$ cat src/rtl/alu_seq.sv
// Registered multi-cycle ALU: single-cycle logic/arith ops plus iterative
// unsigned MULTU/DIVU into HI/LO, with a start/busy/done handshake.
module alu_seq #(
    parameter int WIDTH = 32,
    parameter int CNTW  = 6
) (
    input  logic             CLK,
    input  logic             RESET,
    input  logic             start,
    input  logic [3:0]       ALUop,
    input  logic [WIDTH-1:0] opA,
    input  logic [WIDTH-1:0] opB,
    output logic [WIDTH-1:0] result,
    output logic             zero,
    output logic             busy,
    output logic             done,
    output logic [WIDTH-1:0] hi,
    output logic [WIDTH-1:0] lo
);

    localparam logic [3:0] OP_AND  = 4'b0000;
    localparam logic [3:0] OP_OR   = 4'b0001;
    localparam logic [3:0] OP_ADD  = 4'b0010;
    localparam logic [3:0] OP_SUB  = 4'b0110;
    localparam logic [3:0] OP_SLT  = 4'b0111;
    localparam logic [3:0] OP_NOR  = 4'b1100;
    localparam logic [3:0] OP_MULT = 4'b1000;
    localparam logic [3:0] OP_DIV  = 4'b1001;
    localparam logic [3:0] OP_MFHI = 4'b1010;
    localparam logic [3:0] OP_MFLO = 4'b1011;

    typedef enum logic [1:0] {IDLE, MUL, DIV} state_t;

    state_t           state, state_nx;
    logic [CNTW-1:0]  cnt, cnt_nx;
    logic [WIDTH-1:0] acc, acc_nx;   // MUL: product upper half; DIV: partial remainder
    logic [WIDTH-1:0] qr, qr_nx;     // MUL: multiplier/product lower half; DIV: dividend/quotient
    logic [WIDTH-1:0] dvs, dvs_nx;   // MUL: multiplicand; DIV: divisor
    logic [WIDTH-1:0] result_nx, hi_nx, lo_nx;
    logic             zero_nx, done_nx, last;
    logic [WIDTH-1:0] alu_out;
    logic [WIDTH:0]   mul_sum, div_sh, div_diff;

    assign busy = (state != IDLE);
    assign last = (cnt == CNTW'(WIDTH - 1));

    always_comb begin
        alu_out = '0;
        case (ALUop)
            OP_AND:  alu_out = opA & opB;
            OP_OR:   alu_out = opA | opB;
            OP_ADD:  alu_out = opA + opB;
            OP_SUB:  alu_out = opA - opB;
            OP_SLT:  alu_out = {{(WIDTH-1){1'b0}}, ($signed(opA) < $signed(opB))};
            OP_NOR:  alu_out = ~(opA | opB);
            OP_MFHI: alu_out = hi;
            OP_MFLO: alu_out = lo;
            default: alu_out = '0;
        endcase
    end

    // One iteration of each long op; acc < dvs keeps the restoring borrow in bit WIDTH.
    assign mul_sum  = {1'b0, acc} + ({1'b0, dvs} & {(WIDTH+1){qr[0]}});
    assign div_sh   = {acc, qr[WIDTH-1]};
    assign div_diff = div_sh - {1'b0, dvs};

    // NOTE: every signal written here gets a default first, so no path leaves it unassigned and no latch is inferred.
    always_comb begin
        state_nx  = state;
        cnt_nx    = cnt;
        acc_nx    = acc;
        qr_nx     = qr;
        dvs_nx    = dvs;
        result_nx = result;
        zero_nx   = zero;
        hi_nx     = hi;
        lo_nx     = lo;
        done_nx   = 1'b0;

        case (state)
            IDLE: begin
                if (start) begin
                    cnt_nx = '0;
                    acc_nx = '0;
                    qr_nx  = opA;
                    dvs_nx = opB;
                    if (ALUop == OP_MULT) begin
                        state_nx = MUL;
                    end else if (ALUop == OP_DIV) begin
                        state_nx = DIV;
                    end else begin
                        result_nx = alu_out;
                        zero_nx   = (alu_out == '0);
                        done_nx   = 1'b1;
                    end
                end
            end
            MUL: begin
                acc_nx = mul_sum[WIDTH:1];
                qr_nx  = {mul_sum[0], qr[WIDTH-1:1]};
                cnt_nx = cnt + CNTW'(1);
            end
            DIV: begin
                if (!div_diff[WIDTH]) begin
                    acc_nx = div_diff[WIDTH-1:0];
                    qr_nx  = {qr[WIDTH-2:0], 1'b1};
                end else begin
                    acc_nx = div_sh[WIDTH-1:0];
                    qr_nx  = {qr[WIDTH-2:0], 1'b0};
                end
                cnt_nx = cnt + CNTW'(1);
            end
            default: state_nx = IDLE;
        endcase

        if (busy && last) begin
            state_nx  = IDLE;
            cnt_nx    = '0;
            hi_nx     = acc_nx;
            lo_nx     = qr_nx;
            result_nx = qr_nx;
            zero_nx   = (qr_nx == '0);
            done_nx   = 1'b1;
        end
    end

    // NOTE: sequential state uses non-blocking assignments so every register samples pre-edge values.
    always_ff @(posedge CLK) begin
        if (RESET) begin
            state  <= IDLE;
            cnt    <= '0;
            result <= '0;
            zero   <= 1'b0;
            done   <= 1'b0;
            hi     <= '0;
            lo     <= '0;
        end else begin
            state  <= state_nx;
            cnt    <= cnt_nx;
            result <= result_nx;
            zero   <= zero_nx;
            done   <= done_nx;
            hi     <= hi_nx;
            lo     <= lo_nx;
        end
    end

    // NOTE: scratch registers carry no reset; they are always loaded at start before being read.
    always_ff @(posedge CLK) begin
        acc <= acc_nx;
        qr  <= qr_nx;
        dvs <= dvs_nx;
    end

endmodule

$ cat config.mk
export PLATFORM = sky130hd
export DESIGN_NAME = alu_seq
export DESIGN_NICKNAME = d
export VERILOG_FILES = /design/src/rtl/alu_seq.sv
export SDC_FILE = /design/constraint.sdc
export NUM_CORES = 1
export LEC_CHECK = 0
export ABC_CLOCK_PERIOD_IN_PS = 3900
export CAP_MARGIN = 20
export CORE_ASPECT_RATIO = 1.1
export CORE_UTILIZATION = 40
export DETAILED_ROUTE_END_ITERATION = 12
export GPL_TIMING_DRIVEN = 0
export RECOVER_POWER = 25
export SLEW_MARGIN = 0
export SYNTH_ARGS = -nofsm -noshare
export SYNTH_HDL_FRONTEND = slang
export SYNTH_SLANG_ARGS = --single-unit
$ cat constraint.sdc
create_clock -name CLK -period 3.9 [get_ports CLK]
set_input_delay 1.17 -clock CLK [delete_from_list [all_inputs] [get_ports CLK]]
set_output_delay 1.17 -clock CLK [all_outputs]
set_load 0.03 [all_outputs]
==> results <==
- The run finished, with violations left.
- The final reports fail on setup timing.
- The highest fanout seen on the critical path is 10.
- Max-cap violations in this run came to 0.
- For this design the ratio of total power to cell area is 273 mW/mm².
- In this run, synthesis inferred 32 flip-flops with an integrated enable.
- Cells with a size suffix above 1 make up 19.1% of the layout.
- The area of the placeable core is 0.0448 mm².
- For the pin with the worst max-slew slack, the measured transition is 1.06 ns.
- By count the netlist is led by sky130_fd_sc_hd__nand2_1 (273), sky130_fd_sc_hd__a21oi_1 (185), sky130_fd_sc_hd__nor2_1 (178).
- The repair_antennas step left the layout with diodes totalling 0.
- In this run the clock root is driven by a sky130_fd_sc_hd__clkbuf_16.
- The global route total overflow is 0.
- Sorting the synthesized cells by area gives the leading types as sky130_fd_sc_hd__dfxtp_1 (19%), sky130_fd_sc_hd__ha_1 (12%), sky130_fd_sc_hd__nand2_1 (5.6%).
- The clock skew is 0.0123 ns.
- After detailed routing, the number of remaining DRC violations is 0.
- Of the available clock period, the critical path in the final layout requires 102%.
- The clock passes through at most 3 buffers.
- The relative max-transition margin is 28.7%.
- Timing would allow up to 251 MHz.
- The via count is 20700.
- The via count of the first global-routing pass is 19600.
- The net count of the finished layout is 2912.
- The final critical-path required period is 3.99 ns.
- The worst ir drop on vdd is 0.250 mV.
- For this block, the initial DRC count from the detailed router was 2114.
- The path class of the tightest hold or removal check is flop to flop.
- During synthesis, Yosys emitted a total of 0 warnings.
- Setup repair after global routing could not meet its margin everywhere.
- The initial antenna violation count is 1.
- The finished cells cover 0.0238 mm².
- Using the TritonRoute via totals, the vias-per-cell ratio works out to 6.38.
- The number of search-and-repair iterations in the first detailed-routing pass is 6.
- In this run the horizontal extent of the chip is 206 µm.
- The cell with the most instances after synthesis is sky130_fd_sc_hd__nand2_1.
- The count of endpoints failing hold in the final timing report is 0.
- Dividing the detail-routed wire length by the instance count gives 26.5 µm.
- At the worst endpoint, the arrival time is 4.42 ns.
- Summed over all nets, the half-perimeter wirelength after detailed placement is 68.7 mm.
- The initial utilization of the core area, before any placement, comes to 40.8%.
- In this run, the clock network consumes 30.2% of the power.
- The worst hold margin is 0.491 ns.
- The antenna violation net count after detailed routing is 0.
- The switching power summed over all nets is 2.31 mW.
- The pin count of the biggest net entering global routing is 25.
- The netlist uses 103 different library cells.
- The cell type with the largest total area after synthesis is sky130_fd_sc_hd__dfxtp_1.
- The first-pass GRT wire length is 125 mm.
- The critical path class is input port to flop.
- The TritonCTS clock tree is done.
- Once routing completed, OpenROAD measured the worst setup slack at -0.0909 ns.
- Once placement finished, the instance area stood at 0.0208 mm².
- Of the synthesized area, sequential elements account for 23.9%.
- Summing every instance area after synthesis gives 0.0183 mm².
- STA classifies the critical path startpoint as an input port.
- A synthesized cell averages 7.67 µm².
- The row count is 81.
- The total nets after synthesis is 2633.
- The top cell type by area accounts for 18.6% of the synthesized area.
- At the later pin of the worst-skew pair, clock insertion delay measures 0.50 ns.
- The worst setup path is captured at a flop.
- The final-report max-slew violation count is 0.
- The net switching share of the total power is 35.5%.
- Relative to the synthesized area, the layout overhead comes to 30.3%.
- The fraction of power consumed by sequential logic is 35.6%.
- In this run the number of H-tree levels came out at 1.
- Setup violations remaining at the end of the flow were counted as 1.
- The clock slew seen by the registers of the worst setup and hold paths is 0.07 ns.
- In this run the static leakage power is 9.70 nW.
- Across every metal layer, demand over resource in global routing totals 35.9%.
- After technology mapping, the gate count stands at 2381.
- The congestion estimate from routability-driven global placement came to 1.00.
- The number of buffers created by CTS is 19.
- Cell internal power was estimated by the tool at 4.19 mW.
- The count of pins on the block boundary is 170.
- The chip height is 226 µm.
- The dominant synthesized flop cell is sky130_fd_sc_hd__dfxtp_1.
- Combinational cells account for 34.2% of the total power.
- The number of filler cells placed in the layout is 4291.
- Synthesis inferred 202 register bits.
- For the worst setup path, the data required time is 4.33 ns.
- The die covers 0.0465 mm².
- For this block, the routed nets add up to 86.1 mm of wire.
- In this run the tool buffered the top-level ports with 168 buffer cells.
- For this design, the sink count on the clock tree is 202.
- The placement-stage worst setup slack is -2.19 ns.
- The share of synthesized flip-flops with an asynchronous set or reset is 0%.
-- worst paths after layout --
check | start | cells after the start | slack (ns) | endpoint
worst max-delay path | opA[5] | 17 | -0.09 | zero
worst min-delay path | result[2] | 2 | 0.49 | result[2]
worst max register to register | qr[0] | 15 | 0.10 | hi[27]
worst min register to register | result[2] | 2 | 0.49 | result[2]
-- layout make-up --
class | instances | area [µm²] | share of cell area (%)
Sequential cell | 202 | 4370 | 18.3
Clock inverter | 8 | 92.6 | 0.389
Buffer | 134 | 797 | 3.35
Tap cell | 581 | 727 | 3.05
Clock buffer | 25 | 528 | 2.22
Multi-Input combinational cell | 1880 | 14200 | 59.7
Timing Repair Buffer | 272 | 2490 | 10.5
Inverter | 151 | 601 | 2.52
-- state kept, by name, indices dropped and copies added (netlist names) --
register	count
hi	32
dvs	32
qr	32
cnt	6
result	32
acc	32
done	1
lo	32
state	2
zero	1
-- layer usage --
layer / routed length (µm) / GRT usage [%]
met5: 0 / 0
met4: 4830 / 17.8
met3: 6300 / 3.10
met2: 40400 / 60.6
met1: 34500 / 45.7
-- repair_timing --
action	4_1_cts	5_1_grt
hold buffers	0	0
resized for setup	412	298
hold endpoints to repair	0	0
gates cloned	0	2
buffers inserted	33	66
pin swaps	58	108
setup endpoints to repair	92	55
-- per-stage QoR --
| stage | TNS [ns] | utilization [%] | std cells | total power, mW |
|---|---|---|---|---|
| after detailed placement | -52.88 | 46.4 | 3134 | 4.10 |
| after global routing | -0.209 | 53.1 | 3253 | 6.68 |
| after global placement | -50.87 | 46.3 | 3130 | 4.08 |
| after CTS | -0.432 | 50.1 | 3192 | 6.19 |
| after floorplan | 0 | - | 2381 | 3.44 |
| final | -0.0909 | 53.1 | 3253 | 6.49 |
-- power groups by stage --
stage	clock network (mW)	logic, mW	registers, mW
floorplan	0	1.08	2.36
global placement	0	1.73	2.35
detailed placement	0	1.74	2.35
CTS	1.96	1.92	2.31
global route	2.03	2.34	2.32
finish	1.96	2.22	2.31
-- placed cells by master, fill, tap and decap left out, drive strengths merged, types with 23 or more instances in the layout --
cell           count
a211oi            35
a21o              53
a21oi            185
a221o             35
a22o              30
a22oi             66
a31oi             55
and2              46
buf              174
clkbuf           138
clkdlybuf4s50    105
dfxtp            170
edfxtp            32
ha               177
inv              151
mux2i             27
nand2            273
nand2b            31
nand3             42
nand4             23
nor2             178
nor3              56
nor4              25
o211ai            33
o21ai            130
xnor2             30
xor2              26
-- logic make-up (layout without fill, tap and decap cells) --
kind of cell | after synthesis | in the layout | synth area share (%)
adder cells (fa/ha/maj) | 181 | 181 | 12.6
flip-flops | 202 | 202 | 23.9
multiplexers | 39 | 39 | 2.22
buffers and inverters | 299 | 590 | 6.54
AO/OA/AOI/OAI | 835 | 835 | 31.9
XOR/XNOR | 56 | 56 | 2.68
AND/OR/NAND/NOR | 769 | 769 | 20.2
-- worst max-delay path, cell delays in order --
cell and delay (ns):
sky130_fd_sc_hd__clkbuf_4 0.18, sky130_fd_sc_hd__inv_1 0.09, sky130_fd_sc_hd__ha_4 0.33, sky130_fd_sc_hd__buf_8 0.14
sky130_fd_sc_hd__o211ai_1 0.13, sky130_fd_sc_hd__buf_4 0.17, sky130_fd_sc_hd__a211oi_4 0.22, sky130_fd_sc_hd__buf_4 0.16
sky130_fd_sc_hd__o21bai_1 0.06, sky130_fd_sc_hd__a21boi_1 0.14, sky130_fd_sc_hd__xnor2_1 0.18, sky130_fd_sc_hd__a21oi_2 0.17
sky130_fd_sc_hd__nand4_1 0.23, sky130_fd_sc_hd__nor4bb_4 0.36, sky130_fd_sc_hd__nand4_1 0.22, sky130_fd_sc_hd__nor4_4 0.32
sky130_fd_sc_hd__o2bb2ai_1 0.15
Note: power is estimated with default switching activity, not from simulation.
